==> config.mk <==
export PLATFORM = sky130hd
export DESIGN_NAME = calc_keypad_enc
export DESIGN_NICKNAME = d
export VERILOG_FILES = /design/src/rtl/calc_keypad_enc.sv
export SDC_FILE = /design/constraint.sdc
export NUM_CORES = 1
export LEC_CHECK = 0
export BUFFER_PORTS_ARGS = -buffer_cell sky130_fd_sc_hd__buf_2
export CAP_MARGIN = 20
export CORE_MARGIN = 10
export CORE_UTILIZATION = 58
export CTS_CLUSTER_DIAMETER = 150
export DETAILED_ROUTE_END_ITERATION = 8
export PLACE_DENSITY = 0.86
export SYNTH_ARGS = -nofsm -noshare
export SYNTH_HDL_FRONTEND = slang
export SYNTH_SLANG_ARGS = --single-unit
==> constraint.sdc <==
create_clock -name clock -period 3.4 [get_ports clock]
set_input_delay 0.34 -clock clock [delete_from_list [all_inputs] [get_ports clock]]
set_output_delay 0.34 -clock clock [all_outputs]
set_load 0.005 [all_outputs]
==> src/rtl/calc_keypad_enc.sv <==
// Calculator keypad encoder: scans a 4x4 active-low matrix, debounces
// presses and releases, queues accepted key codes in a 4-deep FIFO and
// hands them to the calculator as single-cycle command strobes.
module calc_keypad_enc #(
  parameter int SCAN_DIV = 4,
  parameter int DEBOUNCE = 3
) (
  input  logic       clock,
  input  logic       reset,
  input  logic [3:0] rows,
  output logic [3:0] cols,
  input  logic       calc_busy,
  output logic [3:0] cmd,
  output logic       cmd_valid,
  output logic [2:0] fifo_level,
  output logic       overflow
);

  localparam logic [7:0] DIV_LAST = 8'(SCAN_DIV - 1);
  localparam logic [3:0] DEB_N    = 4'(DEBOUNCE);

  typedef enum logic [1:0] {
    ST_SCAN,
    ST_DEBOUNCE,
    ST_WAIT_RELEASE
  } state_t;

  state_t     state_q;
  logic [1:0] col_q;
  logic [7:0] div_q;
  logic [3:0] code_q;
  logic [3:0] cnt_q;

  logic       sample;
  logic       any_low;
  logic [1:0] row_idx;
  logic [3:0] key_code;
  logic [3:0] cnt_inc;
  logic       push;

  logic [3:0] mem_q [4];
  logic [1:0] rd_q;
  logic [1:0] wr_q;
  logic [2:0] level_q;
  logic [2:0] level_d;
  logic       ovf_q;
  logic [3:0] last_q;
  logic       valid_prev_q;
  logic       full;
  logic       pop;
  logic       wr_en;

  // Row decode at the settling window; push fires on the sample that completes the press debounce.
  always_comb begin
    sample  = (div_q == DIV_LAST);
    any_low = (rows != 4'hF);
    if (!rows[0])      row_idx = 2'd0;
    else if (!rows[1]) row_idx = 2'd1;
    else if (!rows[2]) row_idx = 2'd2;
    else               row_idx = 2'd3;
    key_code = {row_idx, col_q};
    cnt_inc  = cnt_q + 4'd1;
    push     = 1'b0;
    if (sample) begin
      case (state_q)
        ST_SCAN:     push = any_low && (DEB_N == 4'd1);
        ST_DEBOUNCE: push = any_low && (key_code == code_q) && (cnt_inc == DEB_N);
        default:     push = 1'b0;
      endcase
    end
  end

  // Column drive follows the registered column index.
  always_comb begin
    cols = ~(4'b0001 << col_q);
  end

  // Scan / debounce / release FSM; column only advances when the FSM (re)enters scanning.
  always_ff @(posedge clock) begin
    if (reset) begin
      state_q <= ST_SCAN;
      col_q   <= 2'd0;
      div_q   <= '0;
      code_q  <= '0;
      cnt_q   <= '0;
    end else begin
      div_q <= sample ? '0 : div_q + 8'd1;
      if (sample) begin
        case (state_q)
          ST_SCAN: begin
            if (any_low) begin
              code_q <= key_code;
              if (push) begin
                state_q <= ST_WAIT_RELEASE;
                cnt_q   <= '0;
              end else begin
                state_q <= ST_DEBOUNCE;
                cnt_q   <= 4'd1;
              end
            end else begin
              col_q <= col_q + 2'd1;
            end
          end
          ST_DEBOUNCE: begin
            if (any_low && (key_code == code_q)) begin
              if (push) begin
                state_q <= ST_WAIT_RELEASE;
                cnt_q   <= '0;
              end else begin
                cnt_q <= cnt_inc;
              end
            end else begin
              state_q <= ST_SCAN;
              cnt_q   <= '0;
              col_q   <= col_q + 2'd1;
            end
          end
          ST_WAIT_RELEASE: begin
            if (!any_low) begin
              if (cnt_inc == DEB_N) begin
                state_q <= ST_SCAN;
                cnt_q   <= '0;
                col_q   <= col_q + 2'd1;
              end else begin
                cnt_q <= cnt_inc;
              end
            end else begin
              cnt_q <= '0;
            end
          end
          default: begin
            state_q <= ST_SCAN;
            cnt_q   <= '0;
          end
        endcase
      end
    end
  end

  // Issue logic: strobe from a non-empty FIFO when the calculator is free, never two cycles running.
  always_comb begin
    full       = (level_q == 3'd4);
    cmd_valid  = (level_q != 3'd0) && !calc_busy && !valid_prev_q;
    pop        = cmd_valid;
    cmd        = cmd_valid ? mem_q[rd_q] : last_q;
    wr_en      = push && (!full || pop);
    fifo_level = level_q;
    overflow   = ovf_q;
    case ({wr_en, pop})
      2'b10:   level_d = level_q + 3'd1;
      2'b01:   level_d = level_q - 3'd1;
      default: level_d = level_q;
    endcase
  end

  // FIFO storage and pointers; a full FIFO still accepts a push when the head is popped in the same cycle.
  always_ff @(posedge clock) begin
    if (reset) begin
      for (int unsigned i = 0; i < 4; i++) mem_q[i] <= '0;
      rd_q         <= '0;
      wr_q         <= '0;
      level_q      <= '0;
      ovf_q        <= 1'b0;
      last_q       <= '0;
      valid_prev_q <= 1'b0;
    end else begin
      if (wr_en) begin
        mem_q[wr_q] <= key_code;
        wr_q        <= wr_q + 2'd1;
      end
      if (pop) begin
        rd_q   <= rd_q + 2'd1;
        last_q <= mem_q[rd_q];
      end
      if (push && full && !pop) ovf_q <= 1'b1;
      level_q      <= level_d;
      valid_prev_q <= cmd_valid;
    end
  end

endmodule

### Yosys cells after proc, flatten, opt, wreduce, memory -nomap -nowiden

Memory sizes are Yosys's and may differ from the RTL's. A register that Yosys moved wholly into a read port is not among the register bits.
Index checks and enable logic that the tools add are counted.

* bits of input ports: 7
* word-level logic and storage cells: 94
* memories kept: 1
* output and inout bits: 13
* ROM bits: 0
* RAM bits: 16
* bits in latches: 0
* bits in registers: 33

Memories
* mem_q: words 4, width 4, rd ports 1, clocked after memory_dff 1, wr ports 4, RTL line 41 `logic [3:0] mem_q [4];`

* eq/ne operators: 15
* divide/modulo/power cells: 0
* reduce and logical (&&, ||, !) cells: 22
* shift operators: 1
* multiply operators: 0
* bitwise logic cells: 1
* order comparisons: 0
* add/subtract/negate cells: 7
* muxes and demuxes: 36

Operators with widths (count)
* 2-bit 2-to-1 mux: 15
* 4-bit 2-to-1 mux: 7
* 2-bit case mux with 3 select lines: 2
* 4-bit case mux with 3 select lines: 1
* 1-bit 2-to-1 mux: 10
* 2-bit != test (second input constant): 5
* 8-bit by 1-bit adder with 8-bit output (second input constant): 1
* 8-bit by 2-bit == test with 1-bit output (second input constant): 1
* 1-bit logical AND: 7
* 2-bit by 1-bit adder with 2-bit output (second input constant): 3
* 3-bit case mux with 2 select lines: 1
* 6-bit AND reduction: 1
* 3-bit nonzero test: 2
* 5-bit AND reduction: 1
* 4-bit by 1-bit adder with 4-bit output (second input constant): 1
* 2-bit by 1-bit == test with 1-bit output (second input constant): 2
* 2-bit == test (second input constant): 2
* 4-bit by 2-bit == test with 1-bit output (second input constant): 1
* 4-bit == test: 1
* 1-bit zero test: 4
* 4-bit != test (second input constant): 1
* 4-bit NOT: 1
* 4-bit OR reduction: 1
* 1-bit by 2-bit left shift with 4-bit output (first input constant): 1
* 10 further kinds: 10

### Longest topological paths before layout

* depth in word-level cells: 14
* mapped depth: 10
* depth with buffers taken out: 10

### Worst setup path before layout

No wires, ideal clock.

* path type: input -> register
* start point: input port rows[2]
* end point: register level_q[2], in the netlist fifo_level[2]
* slack: 0.798 ns
* path buffers: 1
* cell stages on the path: 9
* required time: 3.279 ns
* arrival time: 2.481 ns
* setup time: 0.121 ns
* cell sequence: and4_1 buf_6 or4_4 a21o_4 o31a_1 inv_1 fa_1 mux2i_1 mux2_2

* word-level cells in the longest chain between the ends: 11
* elaborated cells between the ends (all ways): 14
* those cells by class: 4 x eq/ne; 6 x mux; 4 x reduce/logical

RTL lines
* start, declared: RTL line 10 `input logic [3:0] rows,`
* 1-bit 2-to-1 mux: RTL line 59 `else if (!rows[2]) row_idx = 2'd2;`
* 2-bit 2-to-1 mux: RTL line 58 `else if (!rows[1]) row_idx = 2'd1;`
* 2-bit 2-to-1 mux: RTL line 57 `if (!rows[0]) row_idx = 2'd0;`
* 4-bit == test: RTL line 67 `ST_DEBOUNCE: push = any_low && (key_code == code_q) && (cnt_inc == DEB_N);`
* 1-bit logical AND (*) (2 in a row): RTL line 67
* 1-bit 2-to-1 mux (*): RTL line 65 `case (state_q)`
* 1-bit 2-to-1 mux (*): RTL line 64 `if (sample) begin`
* 1-bit logical AND (*): RTL line 146 `wr_en = push && (!full || pop);`
* 2-bit by 1-bit == test with 1-bit output or 2-bit == test (tied branches): RTL line 149 `case ({wr_en, pop})`
* 3-bit case mux with 2 select lines or 2-bit nonzero test (tied branches)
* end signal, assigned: RTL line 176 `level_q <= level_d;`
* end, declared: RTL line 44 `logic [2:0] level_q;`

Every way passes the cells marked *; elsewhere a longest branch is shown, timed or not.
A chain may end at the register's enable or synchronous reset.

### Worst setup path in the final report

* start point: register div_q[6]
* end point: register level_q[2], in the netlist fifo_level[2]

* word-level cells in the longest chain between the ends: 5
* elaborated cells between the ends (all ways): 7
* those cells by class: 3 x eq/ne; 2 x mux; 2 x reduce/logical

RTL lines
* start, declared: RTL line 30 `logic [7:0] div_q;`
* start signal, assigned: RTL line 87 `div_q <= sample ? '0 : div_q + 8'd1;`
* 8-bit by 2-bit == test with 1-bit output (*): RTL line 55 `sample = (div_q == DIV_LAST);`
* 1-bit 2-to-1 mux (*): RTL line 64
* 1-bit logical AND (*): RTL line 146
* 2-bit by 1-bit == test with 1-bit output or 2-bit == test (tied branches): RTL line 149
* 3-bit case mux with 2 select lines or 2-bit nonzero test (tied branches)

Marked as above.

==> results_dict.tcl <==
set metrics [dict create \
    hold_viol_final 0 \
    dr.pass1.iters 4 \
    cts_tree "built" \
    place_congestion 0.771 \
    reg2reg_slack_ns 0.67 \
    critPathKind "reg2reg" \
    drt_iter0_markers 134 \
    worstSetupEndpointType "flop" \
    critPathSlowestCell "or4_1" \
    worst_pin_slew_ns 0.693 \
    dp_hpwl_mm 3.39 \
    cts-root-buf "clkbuf_8" \
    grt_first_pass_wirelength_mm 7.69 \
    p_leak_nw 1.07 \
    drive_above_1_share_pct 16.1 \
    tns_ns 0 \
    vias 1834 \
    pre_cts_slack_ns 0.554 \
    holdPathStages 2 \
    ant_nets 0 \
    startpoint "div_q[6]" \
    cts-resized-gates 0 \
    cts_hold_buffers 0 \
    die_y_um 85.6 \
    critical_path_buf_inv_count 1 \
    dieArea_sq_mm 0.00732 \
    stdcell_count 329 \
    syn_nets 272 \
    grt_usage_pct 12.7 \
    synthArstFlopShare_pct 0 \
    wl_mm 4.50 \
    synth_seq_area_share_pct 47.4 \
    clk_pin_slew_worst_paths_ns 0.09 \
    cp-start-kind "flop" \
    num_io_pins 20 \
    cts_sinks 51 \
    worstHoldEndpoint "valid_prev_q" \
    insertedDiodeCount 0 \
    grt_max_degree 40 \
    p_per_area_mw_per_mm2 443 \
    crit_family "simple AND/OR/NAND/NOR gates" \
    cts_setup_buffers 0 \
    finClkSkew_ns 0.0117 \
    synth_edf_count 16 \
    cts_max_level 2 \
    max_slew_margin_pct 53.4 \
    drcViolationCount 0 \
    start_util_pct 61.0 \
    hp-class "in2reg" \
    final_common_cell "nor2_1" \
    fmax_ghz 0.366 \
    area_growth_pct 8.94 \
    status "complete, no violations" \
    crit_arrival_ns 2.93 \
    peakVddDrop_mv 0.268 \
    ys.warnings.count 0 \
    maxCapViolCount 0 \
    gr-total-overflow 0 \
    synth-seq-cells 51 \
    fin_util_pct 66.4 \
    cts_inserted_buffers 5 \
    rr_endpoint "fifo_level[2]" \
    cp_max_fo 11 \
    fillerInstances 346 \
    syn_area_sq_mm 0.00249 \
    r2r-start "div_q[6]" \
    reg2regPathDepth 7 \
    grt_pass1_vias 1780 \
    clk_latency_ns 0.30 \
    worstPathCellList "or4_1 > or3_1 > o31a_1 > inv_1 > fa_1 > mux2i_1 > mux2_2" \
    antenna_found_initial 0 \
    core_area_sq_mm 0.00409 \
    portBuffers 19 \
    post-route-min-period_ns 2.73 \
    finalWorstSetupSlack_ns 0.665 \
    synth.distinct_cells 46 \
    worstHoldStart "calc_busy" \
    synth.avg_cell_area_sq_um 9.70 \
    required_ns 3.60 \
    nets 293 \
    layout_common_cells "nor2_1, dfxtp_1, inv_1" \
    wire_per_inst_um 13.7 \
    rsz0062_at_grt "no" \
    crit_path_max_incr_delay_ns 0.54 \
    post-route-period-util_pct 80.4 \
    routed_via_density 5.57 \
    ys.flop_type "dfxtp_1" \
    setup_viol 0 \
    slew_violations 0 \
    ctsLongestPathBuffers 2 \
    num_rows 23 \
    placed_cells 321 \
    synthCells 257 \
    die_x_um 85.6 \
]
==> power breakdown <==
group | total (mW) | switching (mW) | internal (mW)
clock | 0.334 | 0.190 | 0.144
combinational | 0.181 | 0.0900 | 0.0906
sequential | 0.688 | 0.0294 | 0.659
total | 1.20 | 0.309 | 0.893
==> layer usage <==
layer,share of wire (%),GRT usage [%]
met1,47,15.3
met2,45,20.1
met4,1.6,5.69
met3,5.9,4.35
met5,0,0
==> cell families (layout without fill, tap and decap cells) <==
group	Yosys count	count (layout)	share of synthesized area, %
multiplexers	10	10	6.28
adder cells (fa/ha/maj)	8	8	4.32
flip-flops	51	51	47.4
buffers and inverters	27	49	4.42
XOR/XNOR	13	13	4.57
AO/OA/AOI/OAI	44	44	11.5
AND/OR/NAND/NOR	104	104	21.5
==> how the worst max path moves through the flow <==
stage / end / slack, ns / cells after the start
floorplan: fifo_level[2] / 0.80 / 9
global placement: fifo_level[2] / 0.66 / 9
detailed placement: mem_q[1][3] / 0.55 / 7
CTS: fifo_level[2] / 0.66 / 7
global route: fifo_level[2] / 0.54 / 7
finish: fifo_level[2] / 0.67 / 7
==> sequential cells by signal, summed over array words and instances, names as in the netlist, named ones only <==
register,count
last_q,4
div_q,8
rd_q,2
code_q,4
valid_prev_q,1
cnt_q,4
wr_q,2
col_q,2
overflow,1
fifo_level,3
mem_q,16
state_q,2
==> synth_stat cells (2+ instances only) <==
| cell type | count | area share [%] |
|---|---|---|
| o31a_1 | 2 | 0.70 |
| nor4_1 | 2 | 0.50 |
| mux4_2 | 4 | 3.6 |
| o31ai_1 | 2 | 0.60 |
| a211o_1 | 2 | 0.70 |
| nand3b_1 | 3 | 0.90 |
| a21o_1 | 2 | 0.60 |
| mux2_2 | 5 | 2.3 |
| a31oi_1 | 2 | 0.50 |
| inv_1 | 20 | 3.0 |
| and3_1 | 2 | 0.50 |
| xor2_1 | 6 | 2.1 |
| nor3_1 | 6 | 1.2 |
| ha_1 | 7 | 3.5 |
| nor2_1 | 36 | 5.4 |
| o21ai_0 | 9 | 1.8 |
| or2_2 | 2 | 0.50 |
| nand2_1 | 19 | 2.9 |
| nor2b_1 | 7 | 1.8 |
| edfxtp_1 | 16 | 19 |
| or4_1 | 3 | 0.90 |
| o21bai_1 | 2 | 0.60 |
| xnor2_1 | 7 | 2.5 |
| dfxtp_1 | 35 | 28 |
| nand2b_1 | 7 | 1.8 |
| or4_4 | 2 | 0.90 |
| nand3_1 | 4 | 0.80 |
| or3_1 | 5 | 1.3 |
| a21oi_1 | 16 | 3.2 |
| and4_1 | 2 | 0.70 |
| clkbuf_1 | 5 | 0.75 |
==> through the flow <==
step / total power [mW] / cell area (sq um) / hold slack [ns]
5_1_grt: 1.26 / 2720 / 0.243
2_1_floorplan: 0.825 / 2490 / 0.419
6_report: 1.20 / 2720 / 0.236
3_5_place_dp: 0.883 / 2630 / 0.459
4_1_cts: 1.21 / 2720 / 0.233
3_3_place_gp: 0.875 / 2630 / 0.442
==> cell type report <==
class / instances / area [sq um] / area share (%)
well taps: 50 / 62.6 / 2.30
flip-flops and latches: 51 / 1180 / 43.5
clock inverters: 2 / 12.5 / 0.461
repair buffers: 21 / 110 / 4.06
inverters: 20 / 75.1 / 2.76
clock buffers: 6 / 72.6 / 2.67
multi-input cells: 179 / 1200 / 44.2
Power figures use the tool's default switching activity.
